[config.mk]
export PLATFORM = sky130hd
export DESIGN_NAME = seg_scan_receiver
export DESIGN_NICKNAME = d
export VERILOG_FILES = /design/src/rtl/seg_scan_pkg.sv /design/src/rtl/seg_glyph_decoder.sv /design/src/rtl/seg_scan_receiver.sv
export SDC_FILE = /design/constraint.sdc
export NUM_CORES = 1
export LEC_CHECK = 0
export CORE_MARGIN = 2
export CORE_UTILIZATION = 51
export DETAILED_ROUTE_END_ITERATION = 8
export PLACE_DENSITY = 0.77
export SYNTH_ARGS = -nofsm -noshare
export SYNTH_HDL_FRONTEND = slang
export SYNTH_HIERARCHICAL = 1
export SYNTH_SLANG_ARGS = --single-unit
[constraint.sdc]
create_clock -name CLK -period 3.55 [get_ports CLK]
set_input_delay 0.71 -clock CLK [delete_from_list [all_inputs] [get_ports CLK]]
set_output_delay 0.71 -clock CLK [all_outputs]
set_load 0.02 [all_outputs]
[src/rtl/seg_scan_pkg.sv]
// Shared types, glyph constants and helpers for the 7-segment scan-bus receiver.
package seg_scan_pkg;

    localparam int unsigned NUM_DIGITS = 8;
    localparam int unsigned SEG_W      = 7;
    localparam int unsigned IDX_W      = 3;
    localparam int unsigned BCD_W      = 4;

    localparam logic [SEG_W-1:0] SEG_0     = 7'h3F;
    localparam logic [SEG_W-1:0] SEG_1     = 7'h06;
    localparam logic [SEG_W-1:0] SEG_2     = 7'h5B;
    localparam logic [SEG_W-1:0] SEG_3     = 7'h4F;
    localparam logic [SEG_W-1:0] SEG_4     = 7'h66;
    localparam logic [SEG_W-1:0] SEG_5     = 7'h6D;
    localparam logic [SEG_W-1:0] SEG_6     = 7'h7D;
    localparam logic [SEG_W-1:0] SEG_7     = 7'h07;
    localparam logic [SEG_W-1:0] SEG_8     = 7'h7F;
    localparam logic [SEG_W-1:0] SEG_9     = 7'h6F;
    localparam logic [SEG_W-1:0] SEG_BLANK = 7'h00;

    localparam logic [BCD_W-1:0] BCD_BLANK = 4'hA;
    localparam logic [BCD_W-1:0] BCD_BAD   = 4'hE;

    // One sample of the scan bus.
    typedef struct packed {
        logic [NUM_DIGITS-1:0] sel;
        logic [SEG_W-1:0]      seg;
    } scan_smp_t;

    function automatic logic is_onehot(input logic [NUM_DIGITS-1:0] v);
        return (v != '0) && ((v & (v - NUM_DIGITS'(1))) == '0);
    endfunction

    function automatic logic [IDX_W-1:0] onehot_to_idx(input logic [NUM_DIGITS-1:0] v);
        logic [IDX_W-1:0] idx;
        idx = '0;
        for (int i = 0; i < NUM_DIGITS; i++) begin
            if (v[i]) idx = IDX_W'(i);
        end
        return idx;
    endfunction

endpackage

[src/rtl/seg_glyph_decoder.sv]
// Combinational 7-segment glyph to BCD decode; unknown patterns give BCD_BAD and a flag.
module seg_glyph_decoder
    import seg_scan_pkg::*;
(
    input  logic [SEG_W-1:0] seg_i,
    output logic [BCD_W-1:0] bcd_c_o,
    output logic             bad_c_o
);

    always_comb begin
        bcd_c_o = BCD_BAD;
        bad_c_o = 1'b0;
        case (seg_i)
            SEG_0:     bcd_c_o = 4'h0;
            SEG_1:     bcd_c_o = 4'h1;
            SEG_2:     bcd_c_o = 4'h2;
            SEG_3:     bcd_c_o = 4'h3;
            SEG_4:     bcd_c_o = 4'h4;
            SEG_5:     bcd_c_o = 4'h5;
            SEG_6:     bcd_c_o = 4'h6;
            SEG_7:     bcd_c_o = 4'h7;
            SEG_8:     bcd_c_o = 4'h8;
            SEG_9:     bcd_c_o = 4'h9;
            SEG_BLANK: bcd_c_o = BCD_BLANK;
            default:   bad_c_o = 1'b1;
        endcase
    end

endmodule

[src/rtl/seg_scan_receiver.sv]
// Rebuilds 8 BCD digits from a multiplexed 7-segment scan bus and flags protocol faults.
// Define FRAME_LATCH_EN to publish digits/digit_valid only on whole-frame completion.
module seg_scan_receiver
    import seg_scan_pkg::*;
#(
    parameter int unsigned STABLE_CNT = 2,
    parameter int unsigned TIMEOUT_W  = 12
)
(
    input  logic                        CLK,
    input  logic                        CLR,
    input  logic                        CE,
    input  logic [SEG_W-1:0]            seg_in,
    input  logic [NUM_DIGITS-1:0]       sel_in,
    output logic [BCD_W*NUM_DIGITS-1:0] digits,
    output logic [NUM_DIGITS-1:0]       digit_valid,
    output logic                        frame_done,
    output logic                        sel_err,
    output logic                        glyph_err,
    output logic                        order_err,
    output logic                        link_lost
);

    localparam int unsigned CNT_W = 4;
    localparam int unsigned DIG_W = BCD_W * NUM_DIGITS;

    scan_smp_t             smp_new, smp_q, cap_smp_q, cap_smp_d;
    logic [CNT_W-1:0]      cnt_q, cnt_d;
    logic                  armed_q, armed_d;
    logic                  cap_q, cap_d;

    logic [DIG_W-1:0]      digits_q, digits_d;
    logic [NUM_DIGITS-1:0] valid_q, valid_d;
    logic [NUM_DIGITS-1:0] seen_q, seen_d, seen_nxt;
    logic [IDX_W-1:0]      prev_q, prev_d;
    logic                  has_prev_q, has_prev_d;
    logic [TIMEOUT_W-1:0]  wd_q, wd_d;
    logic                  link_q, link_d;
    logic                  frame_q, frame_d;
    logic                  sel_err_q, sel_err_d;
    logic                  glyph_q, glyph_d;
    logic                  order_q, order_d;
    logic                  valid_cap;
`ifdef FRAME_LATCH_EN
    logic [DIG_W-1:0]      shadow_q, shadow_d;
    logic [NUM_DIGITS-1:0] shadow_valid_q, shadow_valid_d;
`endif

    logic [IDX_W-1:0]      cap_idx;
    logic [BCD_W-1:0]      cap_bcd;
    logic                  cap_bad;

    assign smp_new = '{sel: sel_in, seg: seg_in};
    assign cap_idx = onehot_to_idx(cap_smp_q.sel);

    seg_glyph_decoder u_dec (
        .seg_i   (cap_smp_q.seg),
        .bcd_c_o (cap_bcd),
        .bad_c_o (cap_bad)
    );

    // Glitch filter: capture once on the STABLE_CNT-th identical sample of a stable period.
    always_comb begin
        cnt_d     = cnt_q;
        armed_d   = armed_q;
        cap_d     = cap_q;
        cap_smp_d = cap_smp_q;
        if (CE) begin
            cap_d = 1'b0;
            if (smp_new == smp_q) begin
                if (cnt_q != CNT_W'(STABLE_CNT)) cnt_d = cnt_q + CNT_W'(1);
            end else begin
                cnt_d   = '0;
                armed_d = 1'b1;
            end
            if (armed_d && cnt_d == CNT_W'(STABLE_CNT - 1)) begin
                cap_d     = 1'b1;
                armed_d   = 1'b0;
                cap_smp_d = smp_new;
            end
        end
    end

    // Capture processing, frame tracking and watchdog; a capture beats a coincident expiry.
    always_comb begin
        digits_d   = digits_q;
        valid_d    = valid_q;
        seen_d     = seen_q;
        prev_d     = prev_q;
        has_prev_d = has_prev_q;
        wd_d       = wd_q;
        link_d     = link_q;
        frame_d    = 1'b0;
        sel_err_d  = 1'b0;
        glyph_d    = 1'b0;
        order_d    = 1'b0;
        valid_cap  = 1'b0;
        seen_nxt   = seen_q;
`ifdef FRAME_LATCH_EN
        shadow_d       = shadow_q;
        shadow_valid_d = shadow_valid_q;
`endif
        if (CE) begin
            if (cap_q && cap_smp_q.sel != '0) begin
                if (is_onehot(cap_smp_q.sel)) valid_cap = 1'b1;
                else                          sel_err_d = 1'b1;
            end
            if (valid_cap) begin
                glyph_d  = cap_bad;
                seen_nxt = seen_q | (NUM_DIGITS'(1) << cap_idx);
                if (has_prev_q && cap_idx != prev_q + IDX_W'(1)) begin
                    order_d  = 1'b1;
                    seen_nxt = NUM_DIGITS'(1) << cap_idx;
                end
                prev_d     = cap_idx;
                has_prev_d = 1'b1;
                wd_d       = '0;
                link_d     = 1'b0;
`ifdef FRAME_LATCH_EN
                shadow_d[{cap_idx, 2'b00} +: BCD_W] = cap_bcd;
                shadow_valid_d[cap_idx]             = 1'b1;
`else
                digits_d[{cap_idx, 2'b00} +: BCD_W] = cap_bcd;
                valid_d[cap_idx]                    = 1'b1;
`endif
                if (seen_nxt == '1) begin
                    frame_d = 1'b1;
                    seen_d  = '0;
`ifdef FRAME_LATCH_EN
                    digits_d = shadow_d;
                    valid_d  = shadow_valid_d;
`endif
                end else begin
                    seen_d = seen_nxt;
                end
            end else if (wd_q != '1) begin
                wd_d = wd_q + TIMEOUT_W'(1);
                if (wd_d == '1) begin
                    link_d     = 1'b1;
                    valid_d    = '0;
                    seen_d     = '0;
                    has_prev_d = 1'b0;
`ifdef FRAME_LATCH_EN
                    shadow_valid_d = '0;
`endif
                end
            end
        end
    end

    always_ff @(posedge CLK or posedge CLR) begin
        if (CLR) begin
            smp_q      <= '0;
            cnt_q      <= '0;
            armed_q    <= 1'b1;
            cap_q      <= 1'b0;
            cap_smp_q  <= '0;
            digits_q   <= '0;
            valid_q    <= '0;
            seen_q     <= '0;
            prev_q     <= '0;
            has_prev_q <= 1'b0;
            wd_q       <= '0;
            link_q     <= 1'b0;
            frame_q    <= 1'b0;
            sel_err_q  <= 1'b0;
            glyph_q    <= 1'b0;
            order_q    <= 1'b0;
`ifdef FRAME_LATCH_EN
            shadow_q       <= '0;
            shadow_valid_q <= '0;
`endif
        end else begin
            if (CE) smp_q <= smp_new;
            cnt_q      <= cnt_d;
            armed_q    <= armed_d;
            cap_q      <= cap_d;
            cap_smp_q  <= cap_smp_d;
            digits_q   <= digits_d;
            valid_q    <= valid_d;
            seen_q     <= seen_d;
            prev_q     <= prev_d;
            has_prev_q <= has_prev_d;
            wd_q       <= wd_d;
            link_q     <= link_d;
            frame_q    <= frame_d;
            sel_err_q  <= sel_err_d;
            glyph_q    <= glyph_d;
            order_q    <= order_d;
`ifdef FRAME_LATCH_EN
            shadow_q       <= shadow_d;
            shadow_valid_q <= shadow_valid_d;
`endif
        end
    end

    assign digits      = digits_q;
    assign digit_valid = valid_q;
    assign frame_done  = frame_q;
    assign sel_err     = sel_err_q;
    assign glyph_err   = glyph_q;
    assign order_err   = order_q;
    assign link_lost   = link_q;

endmodule

; ---- Yosys cells after proc, flatten, opt, wreduce, memory -nomap -nowiden
; Cells that the tools add are included.
[totals]
in_bits = 18
reg_bits = 105
out_inout_bits = 45
wordCells = 112
[op_classes]
mux = 49
n_shift = 3
addsub = 5
n_bitwise = 3
eq_ne = 17
reduce_logical = 15
order_cmp = 2
[op_table]
columns = op, n
row1 = two-way mux 8 bit, 8
row2 = == test 7 bit (second input constant), 7
row3 = one-hot mux 4 bit (11 select lines), 1
row4 = bitwise mux 32 bit, 1
row5 = variable shift 4 x 7 -> 32 bit (first input constant), 1
row6 = variable part select 4 x 7 -> 32 bit, 1
row7 = two-way mux 1 bit, 27
row8 = two-way mux 12 bit, 2
row9 = two-way mux 3 bit, 6
row10 = bitwise OR 8 bit, 2
row11 = == test 15 bit, 1
row12 = == test 7 x 3 -> 1 bit (second input constant), 2
row13 = adder 12 x 1 -> 12 bit (second input constant), 1
row14 = == test 12 bit (second input constant), 1
row15 = two-way mux 4 bit, 3
row16 = inequality test 12 bit (second input constant), 1
row17 = OR reduction 11 bit, 1
row18 = AND 8 bit, 1
row19 = == test 8 bit (second input constant), 1
row20 = logical NOT 8 bit, 1
row21 = nonzero test 8 bit, 1
row22 = left shift 1 x 3 -> 8 bit (first input constant), 1
row23 = subtractor 8 x 1 -> 8 bit (second input constant), 1
row24 = == test 7 x 6 -> 1 bit (second input constant), 1
row25 = other kinds (14), 21

; ---- Depth between registers and ports, before layout
; Gate-level depths: netlist of the first run.
[depth]
depth_word = 16
depth_mapped = 11

; ---- Hierarchy
; Netlist of the first run, hierarchy kept.
[modules_own_cells]
columns = module, cells_per_inst, n_inst, area_each_um2
row1 = seg_scan_receiver, 442, 1, 5113.7
row2 = seg_glyph_decoder, 34, 1, 234.0

; ---- Least setup slack after synthesis of the first run
; OpenSTA, ideal clock, no wires.
[synth_path]
path_type = reg-to-reg
from = register cap_smp_q[11] (netlist name)
to = register digits_q[20] (netlist: digits[20])
path_buffers = 1
stages_incl_launch_ff = 11
t_arrival_ns = 2.412
slack_ns = 1.013
period_less_slack_ns = 2.537
setup_ns = 0.125
path_cell_list = dfrtp_1 -> nor2_1 -> o21ai_0 -> nand2_1 -> inv_1 -> ha_1 -> ha_1 -> nor3b_1 -> and3_1 -> buf_2 -> mux2_2
[synth_lines]
columns = item, line
row1 = "start, declared", seg_scan_receiver.sv:27  ; scan_smp_t smp_new, smp_q, cap_smp_q, cap_smp_d;
row2 = "start signal, assigned", seg_scan_receiver.sv:178  ; cap_smp_q <= cap_smp_d;
row3 = two-way mux 3 bit (*) (4 in series), seg_scan_pkg.sv:38  ; if (v[i]) idx = IDX_W'(i);
row4 = net cap_idx[0], seg_scan_receiver.sv:49  ; logic [IDX_W-1:0] cap_idx;
row5 = negator 5 -> 7 bit (*), seg_scan_receiver.sv:123  ; digits_d[{cap_idx, 2'b00} +: BCD_W] = cap_bcd;
row6 = variable part select 4 x 7 -> 32 bit or variable shift 4 x 7 -> 32 bit (tied branches), seg_scan_receiver.sv:123
row7 = bitwise mux 32 bit (*), seg_scan_receiver.sv:123
row8 = "end signal, assigned", seg_scan_receiver.sv:179  ; digits_q <= digits_d;
row9 = "end, declared", seg_scan_receiver.sv:32  ; logic [DIG_W-1:0] digits_q, digits_d;
; The timed path passes the listed nets; every way through them passes the cells marked *. The select of a mux whose other input is x is not followed.
; A chain may end at the register's enable or synchronous reset.

; ---- Worst setup path after layout of the first run
[layout_path]
from = register cap_smp_q[11] (netlist name)
to = register digits_q[27] (netlist: digits[27])
; The elaborated chain is that of the path after synthesis.

==> reports/results.ini, run 1 <==
[cts]
cts-root-buf = clkbuf_8
post_cts_resized = 0
clk_path_buf_depth = 2
cts_tree = built
htreeDepth = 3
cts_setup_buffers = 0
clock-sinks = 105
cts.clk_slew.worst_paths_ns = 0.10
cts_buffers = 9
clkLatencyLatePin_ns = 0.37
holdBufCountCts = 0

[sta]
whs_ns = 0.4921
finalSetupViolCount = 0
finalCritPeriodShare = 0.8524
maxSlewHeadroom = 0.1900
worstMarginPinSlew_ns = 1.207
final_hold_viol_count = 0
tns_ns = 0
worst_slack_ns = 0.5239
rsz0062_at_grt = no
min_period_ns = 3.026
skew_ns = 0.008553
fmax_mhz = 330.5
finalMaxSlewViolations = 0

[pwr]
clkPwrFrac = 0.362
p_switching_mw = 0.6274
pwr-share-seq = 0.538
ir_drop_v = 0.0001972
switching_share = 0.2528
p_leak_nw = 2.862
p_per_area_nw_per_um2 = 391.1
internal_power_mw = 1.854
combPwrFrac = 0.100

[placement]
placed_cell_area_um2 = 6102
pre_cts_slack_ns = 0.5505
io_buffers = 62
dp_hpwl_mm = 8.400
gp_congestion = 0.8578

[die]
fp-row-count = 37
ios = 63
dieArea_um2 = 11320
core_area_um2 = 10230
start_util = 0.5227
die_x_um = 106.4
die_y_um = 106.4

[logic_synthesis]
synth_area_per_cell_um2 = 11.23
async_flop_share = 1.000
synth_cells = 476
synth_nets = 505
yosysTopAreaCell = dfrtp_1
yosysWarnings = 6
synth_top_area_share = 0.4867
ys_seq_area_frac = 0.4916
synthTopCellsByArea = dfrtp_1, mux2_2, a31oi_1
synth_cell_types = 66
synthFlopType = dfrtp_1
synth-seq-cells = 105
synth_edf_count = 0
synth_area_um2 = 5348

[setup_path]
rr_endpoint = digits[27]
path_depth = 9
worstSetupStartpointType = flip-flop
cpMaxStageDelayCell = dfrtp_1
critical_path_class = reg2reg
crit_path_frequent_cell = ha_1
r2r_slack_ns = 0.52
cp_slowest_stage_delay_ns = 0.48
arrival_ns = 3.29
cp_max_fo = 11
cp_num_buf_inv = 1
crit_path_end_kind = flip-flop
cp_top_family = simple AND/OR/NAND/NOR gates
crit_required_ns = 3.81
r2r_cells = 9
path_cells = nor2_1, o21ai_0, nand2_1, inv_1, ha_1, ha_1, nor3_1, nand3_1, mux2_2
r2r_start = cap_smp_q[11]

[route]
wirelength_mm = 11.70
drt_iter0_drc = 202
post_drt_via_cell_ratio = 5.994
drc = 0
routedWlPerCell_um = 17.31
drtPass1Iterations = 5
vias = 4052
postRouteAntennaNets = 0

[final_layout]
fin_area_um2 = 6345
n_antenna_cell = 0
fillCellCount = 835
syn_to_final_growth_pct = 18.65
drive_gt1_frac = 0.1907
nNetsFinal = 564

[run]
maxCapViolCount = 0

[grt]
track_usage = 0.2177
grt-ovfl-total = 0
grt_pass1_vias = 4003
grt_pass1_wl_mm = 19.63
grt_max_degree = 51
antenna_found_initial = 0

[min_path]
min_path_cells = 2
hold_path.class = reg2reg
holdCritStartpoint = armed_q
whs_endpoint = armed_q

[run_status]
status = finished clean

flip-flops by register name, indices dropped and copies added (netlist names):
| name | flops |
|---|---|
| has_prev_q | 1 |
| digit_valid | 8 |
| link_lost | 1 |
| cap_q | 1 |
| wd_q | 12 |
| prev_q | 3 |
| cap_smp_q | 15 |
| sel_err | 1 |
| seen_q | 8 |
| order_err | 1 |
| digits | 32 |
| glyph_err | 1 |
| armed_q | 1 |
| cnt_q | 4 |
| frame_done | 1 |
| smp_q | 15 |
worst min-delay path, delay by kind of cell (launching register included):
kind                   cells  cell delay (ns)
buffers and inverters      1             0.04
flip-flops                 1             0.38
AO/OA/AOI/OAI              1             0.07
cells in the mapped netlist, types with 3 or more instances:
master,count
dfrtp_1,104
mux2_2,63
a31oi_1,25
nor2_1,24
nand3_1,23
nand2_1,22
inv_1,17
xor2_1,17
nor3_1,12
o21ai_0,12
ha_1,11
clkbuf_1,8
nand4_1,8
buf_2,7
xnor2_1,7
a21oi_1,6
a311oi_1,6
nand3b_1,6
nor4_1,6
o211ai_1,6
a21o_1,5
nand4b_1,5
nor2b_1,5
o22ai_1,5
and3_1,4
nand2b_1,4
a22o_1,3
a22oi_1,3
a32oi_1,3
buf_4,3
or3_1,3
metrics by stage:
step           cells  total power, mW    util
2_1_floorplan    476            1.522       -
3_3_place_gp     660            1.591  0.5964
3_5_place_dp     660            1.603  0.5964
4_1_cts          676            2.488  0.6202
5_1_grt          676            2.575  0.6202
6_report         676            2.482  0.6202
kinds of logic (layout without fill, tap and decap cells):
family                     count (synthesis)  count (layout)  share of synthesized area
DFF                                      105             105                     0.4916
and+or+nand+nor                          138             138                     0.1472
buffers and inverters                     39             103                    0.03205
xor gates and xnor gates                  24              24                    0.03931
AOI/OAI and AO/OA                         96              96                     0.1315
adders and majority gates                 11              11                    0.02574
muxes                                     63              63                     0.1327
routing by layer:
metal	vias to the layer above	track usage	part of all wire
met5	-	0	0
met4	0	0.08177	0.016
met3	14	0.03066	0.041
met2	103	0.3599	0.50
met1	2037	0.2922	0.44
li1	1898	-	-
area by class of cell:
type | instances | area [um2] | area share
multi-input cells | 332 | 2547 | 0.4015
clock inverters | 6 | 105.1 | 0.01656
flip-flops and latches | 105 | 2629 | 0.4143
clock buffers | 10 | 137.6 | 0.02169
well taps | 136 | 170.2 | 0.02682
repair buffers | 69 | 685.7 | 0.1081
inverters | 18 | 70.07 | 0.01104
power groups by stage:
stage	registers, mW	logic [mW]	clock network, mW
6_report	1.33	0.249	0.898
4_1_cts	1.33	0.250	0.906
3_5_place_dp	1.36	0.248	0
3_3_place_gp	1.35	0.238	0
2_1_floorplan	1.32	0.203	0
5_1_grt	1.35	0.279	0.950
worst max path at each step:
stage | from | to
5_1_grt | cap_smp_q[11] | digits[22]
2_1_floorplan | CLR | cap_q
6_report | cap_smp_q[11] | digits[27]
4_1_cts | cap_smp_q[11] | digits[22]
3_5_place_dp | CE | seen_q[7]
3_3_place_gp | CE | digits[1]
cells in the final DEF, fill, tap and decap left out, drive strengths merged, types with 3 or more instances in the layout:
cell type        n
a21o             5
clkinv           3
nor2b            5
nand3b           6
nor4             9
buf              7
nor2            24
nand2b           4
xor2            17
a31oi           25
bufinv           3
clkbuf          10
nand2           22
mux2            63
o211ai           6
a311oi           6
nor3            13
o21ai           15
xnor2            7
and3             5
a22oi            3
a21oi            7
nand3           23
o22ai            5
dfrtp          104
a22o             3
clkdlybuf4s50   62
nand4b           5
or3              3
a32oi            3
ha              11
inv             18
nand4            8
Power figures use the tool's default switching activity.
==> run 2, diff against run 1 <==
- SKIP_CTS_REPAIR_TIMING: unset -> 1
==> results of run 2 <==
Final layout, timing and power as in run 1 (identical DEF).
